### config.mk
export PLATFORM = sky130hd
export DESIGN_NAME = pipeline_hazard_ctrl_flat
export DESIGN_NICKNAME = d
export VERILOG_FILES = /design/src/rtl/pipeline_hazard_ctrl_if.sv /design/src/rtl/pipeline_hazard_ctrl.sv /design/src/flat_wrapper.sv
export SDC_FILE = /design/constraint.sdc
export NUM_CORES = 1
export LEC_CHECK = 0
export BUFFER_PORTS_ARGS = -buffer_cell sky130_fd_sc_hd__buf_2
export CAP_MARGIN = 10
export CELL_PAD_IN_SITES_DETAIL_PLACEMENT = 1
export CELL_PAD_IN_SITES_GLOBAL_PLACEMENT = 1
export CORE_MARGIN = 5
export CORE_UTILIZATION = 39
export CTS_BUF_LIST = sky130_fd_sc_hd__clkbuf_4 sky130_fd_sc_hd__clkbuf_8
export DETAILED_ROUTE_END_ITERATION = 6
export PLACE_DENSITY_LB_ADDON = 0.1
export SKIP_LAST_GASP = 1
export SYNTH_ARGS = -nofsm -noshare
export SYNTH_HDL_FRONTEND = slang
export SYNTH_SLANG_ARGS = --single-unit
### constraint.sdc
create_clock -name clk -period 2.5 [get_ports clk]
set_clock_uncertainty 0.1 [all_clocks]
set_input_delay 0.375 -clock clk [delete_from_list [all_inputs] [get_ports clk]]
set_output_delay 0.375 -clock clk [all_outputs]
set_load 0.1 [all_outputs]
### src/rtl/pipeline_hazard_ctrl_if.sv
// Hazard-controller bundle: hazard/status inputs from the pipeline, stage
// enable/flush controls and performance counters back to it.
interface pipeline_hazard_ctrl_if #(
  parameter int unsigned CNT_W = 32,
  parameter int unsigned REG_W = 5
);
  logic [REG_W-1:0] id_rs1;
  logic [REG_W-1:0] id_rs2;
  logic             id_use_rs1;
  logic             id_use_rs2;
  logic [REG_W-1:0] ex_rd;
  logic             ex_mem_read;
  logic             ex_branch_taken;
  logic             ex_mc_start;
  logic             mc_done;
  logic             mem_busy;

  logic             pc_en;
  logic             ifid_en;
  logic             idex_en;
  logic             exmem_en;
  logic             memwb_en;
  logic             ifid_flush;
  logic             idex_flush;
  logic             exmem_flush;
  logic             memwb_flush;
  logic [CNT_W-1:0] stall_cycles;
  logic [CNT_W-1:0] flush_events;

  // Pipeline side: reports hazards, obeys the controls.
  modport master (
    output id_rs1, id_rs2, id_use_rs1, id_use_rs2, ex_rd, ex_mem_read,
           ex_branch_taken, ex_mc_start, mc_done, mem_busy,
    input  pc_en, ifid_en, idex_en, exmem_en, memwb_en,
           ifid_flush, idex_flush, exmem_flush, memwb_flush,
           stall_cycles, flush_events
  );

  // Controller side.
  modport slave (
    input  id_rs1, id_rs2, id_use_rs1, id_use_rs2, ex_rd, ex_mem_read,
           ex_branch_taken, ex_mc_start, mc_done, mem_busy,
    output pc_en, ifid_en, idex_en, exmem_en, memwb_en,
           ifid_flush, idex_flush, exmem_flush, memwb_flush,
           stall_cycles, flush_events
  );
endinterface

### src/rtl/pipeline_hazard_ctrl.sv
// Stall/flush sequencer for the 5-stage pipeline: load-use, redirects,
// multi-cycle EX ops and data-memory wait states, plus saturating counters.
module pipeline_hazard_ctrl #(
  parameter int unsigned CNT_W = 32,
  parameter int unsigned REG_W = 5
) (
  input logic                 clk,
  input logic                 rst,
  pipeline_hazard_ctrl_if.slave hz
);
  typedef enum logic [0:0] {RUN, MC_WAIT} state_t;

  state_t           state_q, state_d;
  logic             pend_q, pend_d;
  logic [CNT_W-1:0] stall_q;
  logic [CNT_W-1:0] flush_q;

  logic pc_en, ifid_en, idex_en, exmem_en, memwb_en;
  logic ifid_flush, idex_flush, exmem_flush, memwb_flush;
  logic redirect;
  logic load_use;

  assign load_use = hz.ex_mem_read && (hz.ex_rd != '0) &&
                    ((hz.id_use_rs1 && (hz.id_rs1 == hz.ex_rd)) ||
                     (hz.id_use_rs2 && (hz.id_rs2 == hz.ex_rd)));

  always_comb begin
    pc_en       = 1'b1;
    ifid_en     = 1'b1;
    idex_en     = 1'b1;
    exmem_en    = 1'b1;
    memwb_en    = 1'b1;
    ifid_flush  = 1'b0;
    idex_flush  = 1'b0;
    exmem_flush = 1'b0;
    memwb_flush = 1'b0;
    redirect    = 1'b0;
    state_d     = state_q;
    pend_d      = pend_q;

    if (rst) begin
      pc_en       = 1'b0;
      ifid_flush  = 1'b1;
      idex_flush  = 1'b1;
      exmem_flush = 1'b1;
      memwb_flush = 1'b1;
      state_d     = RUN;
      pend_d      = 1'b0;
    end else if (hz.mem_busy) begin
      pc_en       = 1'b0;
      ifid_en     = 1'b0;
      idex_en     = 1'b0;
      exmem_en    = 1'b0;
      memwb_flush = 1'b1;
      // A result arriving while memory freezes everything must not be lost.
      if (state_q == MC_WAIT && hz.mc_done) pend_d = 1'b1;
    end else if (state_q == MC_WAIT) begin
      if (hz.mc_done || pend_q) begin
        pend_d  = 1'b0;
        state_d = RUN;
      end else begin
        pc_en       = 1'b0;
        ifid_en     = 1'b0;
        idex_en     = 1'b0;
        exmem_flush = 1'b1;
      end
    end else if (hz.ex_mc_start) begin
      // mc_done is not looked at here, so the op always stalls >= 1 cycle.
      pc_en       = 1'b0;
      ifid_en     = 1'b0;
      idex_en     = 1'b0;
      exmem_flush = 1'b1;
      state_d     = MC_WAIT;
    end else if (hz.ex_branch_taken) begin
      ifid_flush = 1'b1;
      idex_flush = 1'b1;
      redirect   = 1'b1;
    end else if (load_use) begin
      pc_en      = 1'b0;
      ifid_en    = 1'b0;
      idex_flush = 1'b1;
    end
  end

  always_ff @(posedge clk) begin
    state_q <= state_d;
    pend_q  <= pend_d;
    if (rst) begin
      stall_q <= '0;
      flush_q <= '0;
    end else begin
      if (!pc_en && stall_q != '1) stall_q <= stall_q + 1'b1;
      if (redirect && flush_q != '1) flush_q <= flush_q + 1'b1;
    end
  end

  assign hz.pc_en        = pc_en;
  assign hz.ifid_en      = ifid_en;
  assign hz.idex_en      = idex_en;
  assign hz.exmem_en     = exmem_en;
  assign hz.memwb_en     = memwb_en;
  assign hz.ifid_flush   = ifid_flush;
  assign hz.idex_flush   = idex_flush;
  assign hz.exmem_flush  = exmem_flush;
  assign hz.memwb_flush  = memwb_flush;
  assign hz.stall_cycles = stall_q;
  assign hz.flush_events = flush_q;
endmodule
### src/flat_wrapper.sv
// flat-port wrapper written by rule: the top's interface ports become plain ports
module pipeline_hazard_ctrl_flat 
#(
  parameter int unsigned CNT_W = 32,
  parameter int unsigned REG_W = 5
)
  (clk, rst, hz_id_rs1, hz_id_rs2, hz_id_use_rs1, hz_id_use_rs2, hz_ex_rd, hz_ex_mem_read, hz_ex_branch_taken, hz_ex_mc_start, hz_mc_done, hz_mem_busy, hz_pc_en, hz_ifid_en, hz_idex_en, hz_exmem_en, hz_memwb_en, hz_ifid_flush, hz_idex_flush, hz_exmem_flush, hz_memwb_flush, hz_stall_cycles, hz_flush_events);
  pipeline_hazard_ctrl_if #(.CNT_W(CNT_W), .REG_W(REG_W)) hz_i ();
  input logic clk;
  input logic rst;
  input wire logic [$bits(hz_i.id_rs1)-1:0] hz_id_rs1;
  input wire logic [$bits(hz_i.id_rs2)-1:0] hz_id_rs2;
  input wire logic [$bits(hz_i.id_use_rs1)-1:0] hz_id_use_rs1;
  input wire logic [$bits(hz_i.id_use_rs2)-1:0] hz_id_use_rs2;
  input wire logic [$bits(hz_i.ex_rd)-1:0] hz_ex_rd;
  input wire logic [$bits(hz_i.ex_mem_read)-1:0] hz_ex_mem_read;
  input wire logic [$bits(hz_i.ex_branch_taken)-1:0] hz_ex_branch_taken;
  input wire logic [$bits(hz_i.ex_mc_start)-1:0] hz_ex_mc_start;
  input wire logic [$bits(hz_i.mc_done)-1:0] hz_mc_done;
  input wire logic [$bits(hz_i.mem_busy)-1:0] hz_mem_busy;
  output wire logic [$bits(hz_i.pc_en)-1:0] hz_pc_en;
  output wire logic [$bits(hz_i.ifid_en)-1:0] hz_ifid_en;
  output wire logic [$bits(hz_i.idex_en)-1:0] hz_idex_en;
  output wire logic [$bits(hz_i.exmem_en)-1:0] hz_exmem_en;
  output wire logic [$bits(hz_i.memwb_en)-1:0] hz_memwb_en;
  output wire logic [$bits(hz_i.ifid_flush)-1:0] hz_ifid_flush;
  output wire logic [$bits(hz_i.idex_flush)-1:0] hz_idex_flush;
  output wire logic [$bits(hz_i.exmem_flush)-1:0] hz_exmem_flush;
  output wire logic [$bits(hz_i.memwb_flush)-1:0] hz_memwb_flush;
  output wire logic [$bits(hz_i.stall_cycles)-1:0] hz_stall_cycles;
  output wire logic [$bits(hz_i.flush_events)-1:0] hz_flush_events;
  assign hz_i.id_rs1 = hz_id_rs1;
  assign hz_i.id_rs2 = hz_id_rs2;
  assign hz_i.id_use_rs1 = hz_id_use_rs1;
  assign hz_i.id_use_rs2 = hz_id_use_rs2;
  assign hz_i.ex_rd = hz_ex_rd;
  assign hz_i.ex_mem_read = hz_ex_mem_read;
  assign hz_i.ex_branch_taken = hz_ex_branch_taken;
  assign hz_i.ex_mc_start = hz_ex_mc_start;
  assign hz_i.mc_done = hz_mc_done;
  assign hz_i.mem_busy = hz_mem_busy;
  assign hz_pc_en = hz_i.pc_en;
  assign hz_ifid_en = hz_i.ifid_en;
  assign hz_idex_en = hz_i.idex_en;
  assign hz_exmem_en = hz_i.exmem_en;
  assign hz_memwb_en = hz_i.memwb_en;
  assign hz_ifid_flush = hz_i.ifid_flush;
  assign hz_idex_flush = hz_i.idex_flush;
  assign hz_exmem_flush = hz_i.exmem_flush;
  assign hz_memwb_flush = hz_i.memwb_flush;
  assign hz_stall_cycles = hz_i.stall_cycles;
  assign hz_flush_events = hz_i.flush_events;
  pipeline_hazard_ctrl #(.CNT_W(CNT_W), .REG_W(REG_W)) u_core (.clk(clk), .rst(rst), .hz(hz_i));
endmodule
Yosys cells after proc, flatten, opt, wreduce, memory -nomap -nowiden --
Index checks and enable logic that the tools add are counted.
Word-level totals: register bits 66, output and inout port bits 73, bits in read-only memories 0, bits in latches 0, memories kept 0, RAM bits 0
Cells by class: divide/modulo/power cells 0, muxes and demuxes 37, bitwise logic cells 0, add/subtract/negate cells 2, shift-type cells 0, equality and inequality tests 5, reductions and logical operators 14, multiply operators 0, magnitude comparators 0
Operators by type and width (count):
- $add A32 B1 Y32 const B | 2
- $ne A32 B32 Y1 const B | 2
- $mux W1 | 37
- $eq A5 B5 Y1 | 2
- $logic_and A1 B1 Y1 | 7
- $reduce_bool A5 Y1 | 1
- $reduce_bool A2 Y1 | 2
- $reduce_and A3 Y1 | 1
- $logic_or A1 B1 Y1 | 2
- $ne A2 B1 Y1 const B | 1
- $logic_not A1 Y1 | 1

Depth between registers and ports, before layout --
Gate-level depths: netlist of the first run.
word-level depth 12, gate-level depth with buffers 9, depth with buffers taken out 8

Least setup slack after synthesis of the first run --
OpenSTA, ideal clock, no wires.
path type in2out, start in hz_ex_rd[0], end out hz_pc_en, setup slack -0.609 ns, arrival time 2.634 ns, stages on the path 6, cells stage by stage or4_1 o21a_1 nand2_1 o21ai_2 buf_4 nor2_1
On the way: cells in the longest elaborated chain, start to end 10
RTL lines:
- start, declared | RTL line flat_wrapper.sv:15 | input wire logic [$bits(hz_i.ex_rd)-1:0] hz_ex_rd;
- $eq A5 B5 Y1, on equally long branches | RTL line pipeline_hazard_ctrl.sv:24, pipeline_hazard_ctrl.sv:25
- $logic_and A1 B1 Y1, on equally long branches | RTL line pipeline_hazard_ctrl.sv:24, pipeline_hazard_ctrl.sv:25
- $logic_or A1 B1 Y1 | RTL line pipeline_hazard_ctrl.sv:24 | ((hz.id_use_rs1 && (hz.id_rs1 == hz.ex_rd)) ||
- $logic_and A1 B1 Y1 * | RTL line pipeline_hazard_ctrl.sv:23 | assign load_use = hz.ex_mem_read && (hz.ex_rd != '0) &&
- $mux W1 * | RTL line pipeline_hazard_ctrl.sv:78 | end else if (load_use) begin
- $mux W1 * | RTL line pipeline_hazard_ctrl.sv:74 | end else if (hz.ex_branch_taken) begin
- $mux W1 * | RTL line pipeline_hazard_ctrl.sv:67 | end else if (hz.ex_mc_start) begin
- $mux W1 * | RTL line pipeline_hazard_ctrl.sv:57 | end else if (state_q == MC_WAIT) begin
- $mux W1 * | RTL line pipeline_hazard_ctrl.sv:49 | end else if (hz.mem_busy) begin
- $mux W1 * | RTL line pipeline_hazard_ctrl.sv:41 | if (rst) begin
- end, declared | RTL line flat_wrapper.sv:21 | output wire logic [$bits(hz_i.pc_en)-1:0] hz_pc_en;
Mark *: on every way between the ends. The rest lies on a longest branch, timed or not.

Worst setup path in the final report of the first run --
Same ends and word-level chain as after synthesis.

==> results.toml, run 1 <==
[pwr]
total_power_mw = 2.366
p_leak_nw = 1.866
combPwrFrac_pct = 12.7
irDropWorstVdd_mv = 0.2287
p_int_mw = 1.708
power_frac_seq_pct = 45.1
switching_power_uw = 658.7
powerDensity_mw_per_mm2 = 534.1
sw_frac_of_total_pct = 27.84
p_clk_share_pct = 42.2

[synthesis]
ys_warn_count = 0
yosysTopAreaCellShare_pct = 39.61
ys_seq_elements = 66
synth_cells = 404
synth_edf_count = 0
synthTopCellsByArea = "dfxtp_1 40%, xor2_1 13%, nor2_1 8.7%"
synth_xor_area_share_pct = 17.33
yosysMostFrequentCell = "nor2_1"
synth_nets = 430
synth_cell_types = 49
synthAdderAreaFrac_pct = 0.7502
async_flop_share_pct = 0
netlist_top_cells_count = "77 x nor2_1, 66 x dfxtp_1, 51 x xor2_1"
synth_compound_area_share_pct = 5.139
seq_area_frac_synth_pct = 39.61
synth-simple-area-share_pct = 33.31
synth.avg_cell_area_sq_um = 8.257
synth.largest_area_cell = "dfxtp_1"
yosys-mux-area-fraction_pct = 0.3376
synth_top_family_by_area = "simple AND/OR/NAND/NOR gates"
syn_area_sq_mm = 0.003336
synth-main-ff-cell = "dfxtp_1"

[cells_and_area]
nNetsFinal = 534
drive_gt1_share_pct = 39.18
finish.utilization_pct = 53.65
finalInstanceArea_sq_mm = 0.004431
area_delta_synth_final_pct = 32.82
fin_cells = 618
insertedDiodeCount = 0

[global_routing]
grt_pass1_vias = 3337
grt_max_degree = 46
grt_pass1_wl_microns = 15860
antenna_found_initial = 0
gr-usage-all-layers_pct = 19.17
grt_overflow = 0

[placed_design]
routabilityCongestion = 0.7806
port_buffers = 95
hpwl_microns = 7280
place_area_sq_mm = 0.004208
dp_slack_ps = 98.01
dp.cells = 602

[worst_setup_path]
path_cells = "buf_2, or4_1, o21a_1, nand2_1, o21ai_2, buf_4, nor2_4, buf_12"
crit_type = "in -> out"
cp-start-kind = "primary input"
cp_slowest_cell = "or4_1"
arrival_ps = 1880
slowest_delay_ps = 540
required_ps = 2030
path_buf_inv = 3
path_delay_family = "simple AND/OR/NAND/NOR gates"
cp_max_fo = 10
worstSetupEndpointType = "output pin"
ff2ff_setup_slack_ps = 200

[timing]
setup_viol = 0
grt_setup_unrepaired = "no"
timing.fmax_mhz = 424.3
hold_viol = 0
max_slew.worst_pin.slew_ps = 570.4
worst_slack_ps = 142.9
drv_slew = 0
timing.hold.ws_ps = 260.9
relSlewSlack_pct = 61.66
fin_tns_setup_ps = 0
period_share_pct = 94.28
layout_min_cycle_time_ps = 2357

[clocking]
htree_levels = 3
ctsHoldBuffers = 0
root_buffer = "clkbuf_8"
clkLatencyLatePin_ps = 350
cts_buffers = 9
clock-sinks = 66
cts_tree = "yes"
cts_buffer_depth = 2
postCtsSetupBuffers = 0
clk_pin_slew_worst_paths_ps = 70

[floorplan]
num_rows = 33
ioPinCount = 97
start_util_pct = 40.39
die_x_microns = 102.5
core_sq_mm = 0.008258
die-area_sq_mm = 0.01050
die_h_microns = 102.5

[routing]
via_per_inst = 5.188
firstDrtPassIters = 4
drc = 0
ant_nets = 0
routedWlPerCell_microns = 15.52
via_count = 3206
drt_wl_total_microns = 9590
drt-initial-drc-count = 70

[run_status]
outcome = "finished, final reports clean"

[hold_path]
min_path_type = "in -> reg"

[job]
timing.max_cap.violations = 0
## power by group through the flow
stage,combinational [mW],sequential [mW],clock (mW)
2_1_floorplan,0.150,1.14,0
3_3_place_gp,0.298,1.09,0
3_5_place_dp,0.302,1.09,0
4_1_cts,0.303,1.07,1.02
5_1_grt,0.316,1.07,1.07
6_report,0.300,1.07,0.999
## per-layer routing
metal | up-vias | GRT usage (%) | part of all wire (%)
met5 | - | 0 | 0
met1 | 1555 | 22.57 | 43
met3 | 14 | 3.072 | 3.4
li1 | 1583 | - | -
met2 | 54 | 34.91 | 52
met4 | 0 | 6.761 | 1.7
## logic make-up after synthesis
| kind of cell | count (synthesis) |
|---|---|
| flip-flops | 66 |
| multiplexers | 1 |
| buffers and inverters | 27 |
| other | 1 |
| AO/OA/AOI/OAI | 25 |
| XOR/XNOR | 66 |
| AND/OR/NAND/NOR | 216 |
| adder cells (fa/ha/maj) | 2 |
## worst register-to-register path, cell delays in order (launching register included)
cell      delay, ps
dfxtp_4         380
nand4_4         140
or4_1           600
a2111o_1        480
nor2_4          160
nand3_1         120
xor2_1          150
nor2_1           50
## state kept, by name, indices dropped and copies added, names as in the netlist
signal	cells
u_core.state_q	1
u_core.hz.stall_cycles	32
u_core.pend_q	1
u_core.hz.flush_events	32
## final timing paths
kind,startpoint,to,cells after the start
setup reg to reg,u_core.hz.stall_cycles[8]$_SDFFE_PP0P_,u_core.hz.stall_cycles[27]$_SDFFE_PP0P_,7
hold reg to reg,u_core.hz.flush_events[19]$_SDFFE_PP0P_,u_core.hz.flush_events[19]$_SDFFE_PP0P_,2
hold / removal,hz_mem_busy,u_core.state_q$_SDFFE_PP0N_,3
setup / recovery,hz_ex_rd[0],hz_pc_en,8
## area by class of cell
type,instances,area (sq um)
timing repair buffer,109,713.2
sequential,66,1400
tap,105,131.4
inverter,11,41.29
clock buffer,9,123.9
fill,1020,3827
clock inverter,7,93.84
multi-input combinational,311,1927
## cells in the final DEF, fill, tap and decap left out, types with 2 or more instances in the layout
| master | count |
|---|---|
| inv_1 | 11 |
| buf_4 | 13 |
| or2_2 | 3 |
| and3_1 | 9 |
| or4_1 | 2 |
| bufinv_16 | 2 |
| nor2_4 | 2 |
| clkbuf_8 | 9 |
| dfxtp_2 | 51 |
| a31oi_1 | 2 |
| and4_1 | 2 |
| nor2b_1 | 2 |
| buf_2 | 87 |
| nor4_1 | 5 |
| dfxtp_1 | 11 |
| nand4_1 | 24 |
| buf_12 | 9 |
| o21ai_0 | 3 |
| or3_1 | 7 |
| clkinvlp_4 | 2 |
| nor3_1 | 7 |
| a21oi_1 | 9 |
| nor3_2 | 2 |
| and3_2 | 2 |
| nand2_1 | 28 |
| clkinv_2 | 2 |
| nor2_1 | 76 |
| dfxtp_4 | 4 |
| xor2_1 | 51 |
| ha_1 | 2 |
| and2_1 | 2 |
| a211oi_1 | 2 |
| nand3_1 | 31 |
| xnor2_1 | 15 |
## timing repair
item                                    in CTS  in global routing
resized for setup                            0                  1
endpoints found under the hold margin        0                  0
endpoints found under the setup margin       0                  2
Note: power is estimated with default switching activity, not from simulation.
==> run 2, diff against run 1 <==
--- a/config.mk
+++ b/config.mk
@@ -9,6 +9,7 @@
 export CAP_MARGIN = 10
 export CELL_PAD_IN_SITES_DETAIL_PLACEMENT = 1
 export CELL_PAD_IN_SITES_GLOBAL_PLACEMENT = 1
+export CORE_ASPECT_RATIO = 0.7
 export CORE_MARGIN = 5
 export CORE_UTILIZATION = 39
 export CTS_BUF_LIST = sky130_fd_sc_hd__clkbuf_4 sky130_fd_sc_hd__clkbuf_8
==> run 2 against run 1 <==
  * Via count grew 2.0%
  * Power is 1.9% lower
  * Final cell count is 0.16% lower
  * Setup slack lost 22 ps
  * Clock power down 4.7%
  * Non-clock buffer count fell by 1
  * Design area hardly changed
  * Register-to-register slack about the same
  * Largest power group unchanged
  * Highest routed layer unchanged
==> results.toml, run 2 (same netlist as run 1, synthesis figures left out) <==
[cells_and_area]
area_delta_synth_final_pct = 32.75
final_cell_mix = "87 x buf_2, 76 x nor2_1, 51 x xor2_1, 51 x dfxtp_2, 31 x nand3_1"
final_common_cell = "buf_2"
seqCellArea_sq_mm = 0.001400
finalInstanceArea_sq_mm = 0.004428
insertedDiodeCount = 0
fillCellCount = 1016
nNetsFinal = 533
multi_input_area_sq_mm = 0.001941
drive_gt1_share_pct = 39.45

[clocking]
clk_pin_slew_worst_paths_ps = 70
cts_buffer_depth = 2
postCtsSetupBuffers = 0
htree_levels = 3
clkLatencyLatePin_ps = 360
clock-sinks = 66
cts_tree = "yes"
root_buffer = "clkbuf_8"
cts_buffers = 9

[timing]
hold_viol = 0
relSlewSlack_pct = 65.61
max_slew.worst_pin.slew_ps = 515.8
setup_viol = 0
timing.fmax_mhz = 420.2
layout_min_cycle_time_ps = 2380
fin_tns_setup_ps = 0
grt_setup_unrepaired = "no"
drv_slew = 0
timing.hold.ws_ps = 237.2
period_share_pct = 95.18

[global_routing]
gr-usage-all-layers_pct = 20.45
grt_max_degree = 49
grt_overflow = 0
grt_pass1_vias = 3295
grt_pass1_wl_microns = 16880
antenna_found_initial = 0

[worst_setup_path]
r2r_start = "u_core.hz.stall_cycles[9]$_SDFFE_PP0P_"
crit_path_end = "hz_pc_en"
cp_slowest_cell = "or4_1"
cpMostUsedCell = "buf_12"
slowest_delay_ps = 540
path_cells = "buf_2, or4_1, o21a_1, nand2_1, o21ai_2, buf_12, nor2_4, buf_12"
arrival_ps = 1900
ff2ff_setup_slack_ps = 210
rr_worst_depth = 7
startpoint = "hz_ex_rd[0]"
worstSetupEndpointType = "output pin"
required_ps = 2030
timing.rr.end = "u_core.hz.stall_cycles[31]$_SDFFE_PP0P_"
cp_max_fo = 32
crit_type = "in -> out"
cp-start-kind = "primary input"

[routing]
drc = 0
drt_wl_total_microns = 10180
firstDrtPassIters = 4
via_count = 3271
via_per_inst = 5.301
ant_nets = 0
routedWlPerCell_microns = 16.51
drt-initial-drc-count = 162

[run_status]
outcome = "finished, final reports clean"

[pwr]
power_frac_seq_pct = 46.0
combPwrFrac_pct = 13.0
irDropWorstVdd_mv = 0.3382
p_leak_nw = 1.861
p_int_mw = 1.671
sw_frac_of_total_pct = 28.01
switching_power_uw = 650.1
p_clk_share_pct = 41.0
powerDensity_mw_per_mm2 = 524.1

[floorplan]
core_sq_mm = 0.008408
ioPinCount = 97
num_rows = 28
die-area_sq_mm = 0.01053
start_util_pct = 39.67
die_h_microns = 87.38
die_x_microns = 120.5

[placed_design]
port_buffers = 95
hpwl_microns = 7630
routabilityCongestion = 0.8061
place_area_sq_mm = 0.004200

[hold_path]
min_path_type = "in -> reg"

[job]
timing.max_cap.violations = 0
==> run 2: cell types whose count changed in the layout (fill, tap and decap cells not counted) <==
cell	previous run	this run
nor3b_1	0	1
a32oi_2	0	1
clkinv_4	1	0
clkinv_2	2	1
a32oi_1	1	0
a211oi_1	2	1
buf_4	13	12
nor4_1	5	4
clkbuf_4	0	1
clkbuf_8	9	11
nor4_2	1	2
bufinv_16	2	1
a211oi_2	0	1
nor3b_2	1	0
==> run 2: what timing repair did <==
action / CTS / global route
hold buffers: 0 / 0
endpoints found under the setup margin: 0 / 7
resized for setup: 0 / 3
==> run 2: final cells by class <==
type                    count  share of cell area [%]
clock inverters             4                   1.130
flip-flops and latches     66                   31.62
clock buffers              12                   3.589
well taps                 105                   2.967
inverters                  11                  0.9325
multi-input cells         311                   43.83
repair buffers            108                   15.94
==> run 2: metal layers <==
layer	GRT usage, %	vias up	part of all wire (%)
met4	7.407	0	1.9
met5	0	-	0
met3	5.325	15	5.3
met1	28.48	1583	51
li1	-	1585	-
met2	30.51	88	42
==> run 2: stage by stage <==
stage	util, %	std cells	worst slack, ps	total power, mW
CTS	52.44	617	102.4	2.359
finish	52.66	617	120.4	2.321
detailed placement	49.96	601	-23.91	1.390
global route	52.66	617	24.54	2.421
floorplan	-	404	0.6715	1.288
global placement	49.96	601	101.3	1.387
==> run 2: how the worst min path moves through the flow <==
| stage | from | end | slack, ps | depth (start not counted) |
|---|---|---|---|---|
| finish | hz_mc_done | u_core.pend_q$_SDFFE_PP0P_ | 240 | 3 |
| global placement | u_core.hz.flush_events[1]$_SDFFE_PP0P_ | u_core.hz.flush_events[1]$_SDFFE_PP0P_ | 360 | 2 |
| floorplan | hz_mem_busy | u_core.state_q$_SDFFE_PP0N_ | 370 | 1 |
| CTS | hz_mc_done | u_core.pend_q$_SDFFE_PP0P_ | 220 | 3 |
| global route | hz_mc_done | u_core.pend_q$_SDFFE_PP0P_ | 270 | 3 |
| detailed placement | u_core.hz.flush_events[1]$_SDFFE_PP0P_ | u_core.hz.flush_events[1]$_SDFFE_PP0P_ | 370 | 2 |
==> run 2: power by group through the flow <==
stage	sequential, mW	combinational [mW]	clock (mW)
6_report	1.07	0.301	0.952
5_1_grt	1.07	0.318	1.03
4_1_cts	1.07	0.299	0.992
3_5_place_dp	1.09	0.298	0
3_3_place_gp	1.09	0.295	0
2_1_floorplan	1.14	0.150	0
==> run 2: critical path: cells and delay by family <==
kind / cells / cell delay [ps]
compound gates: 2 / 290
buf+inv: 3 / 490
simple gates: 3 / 730
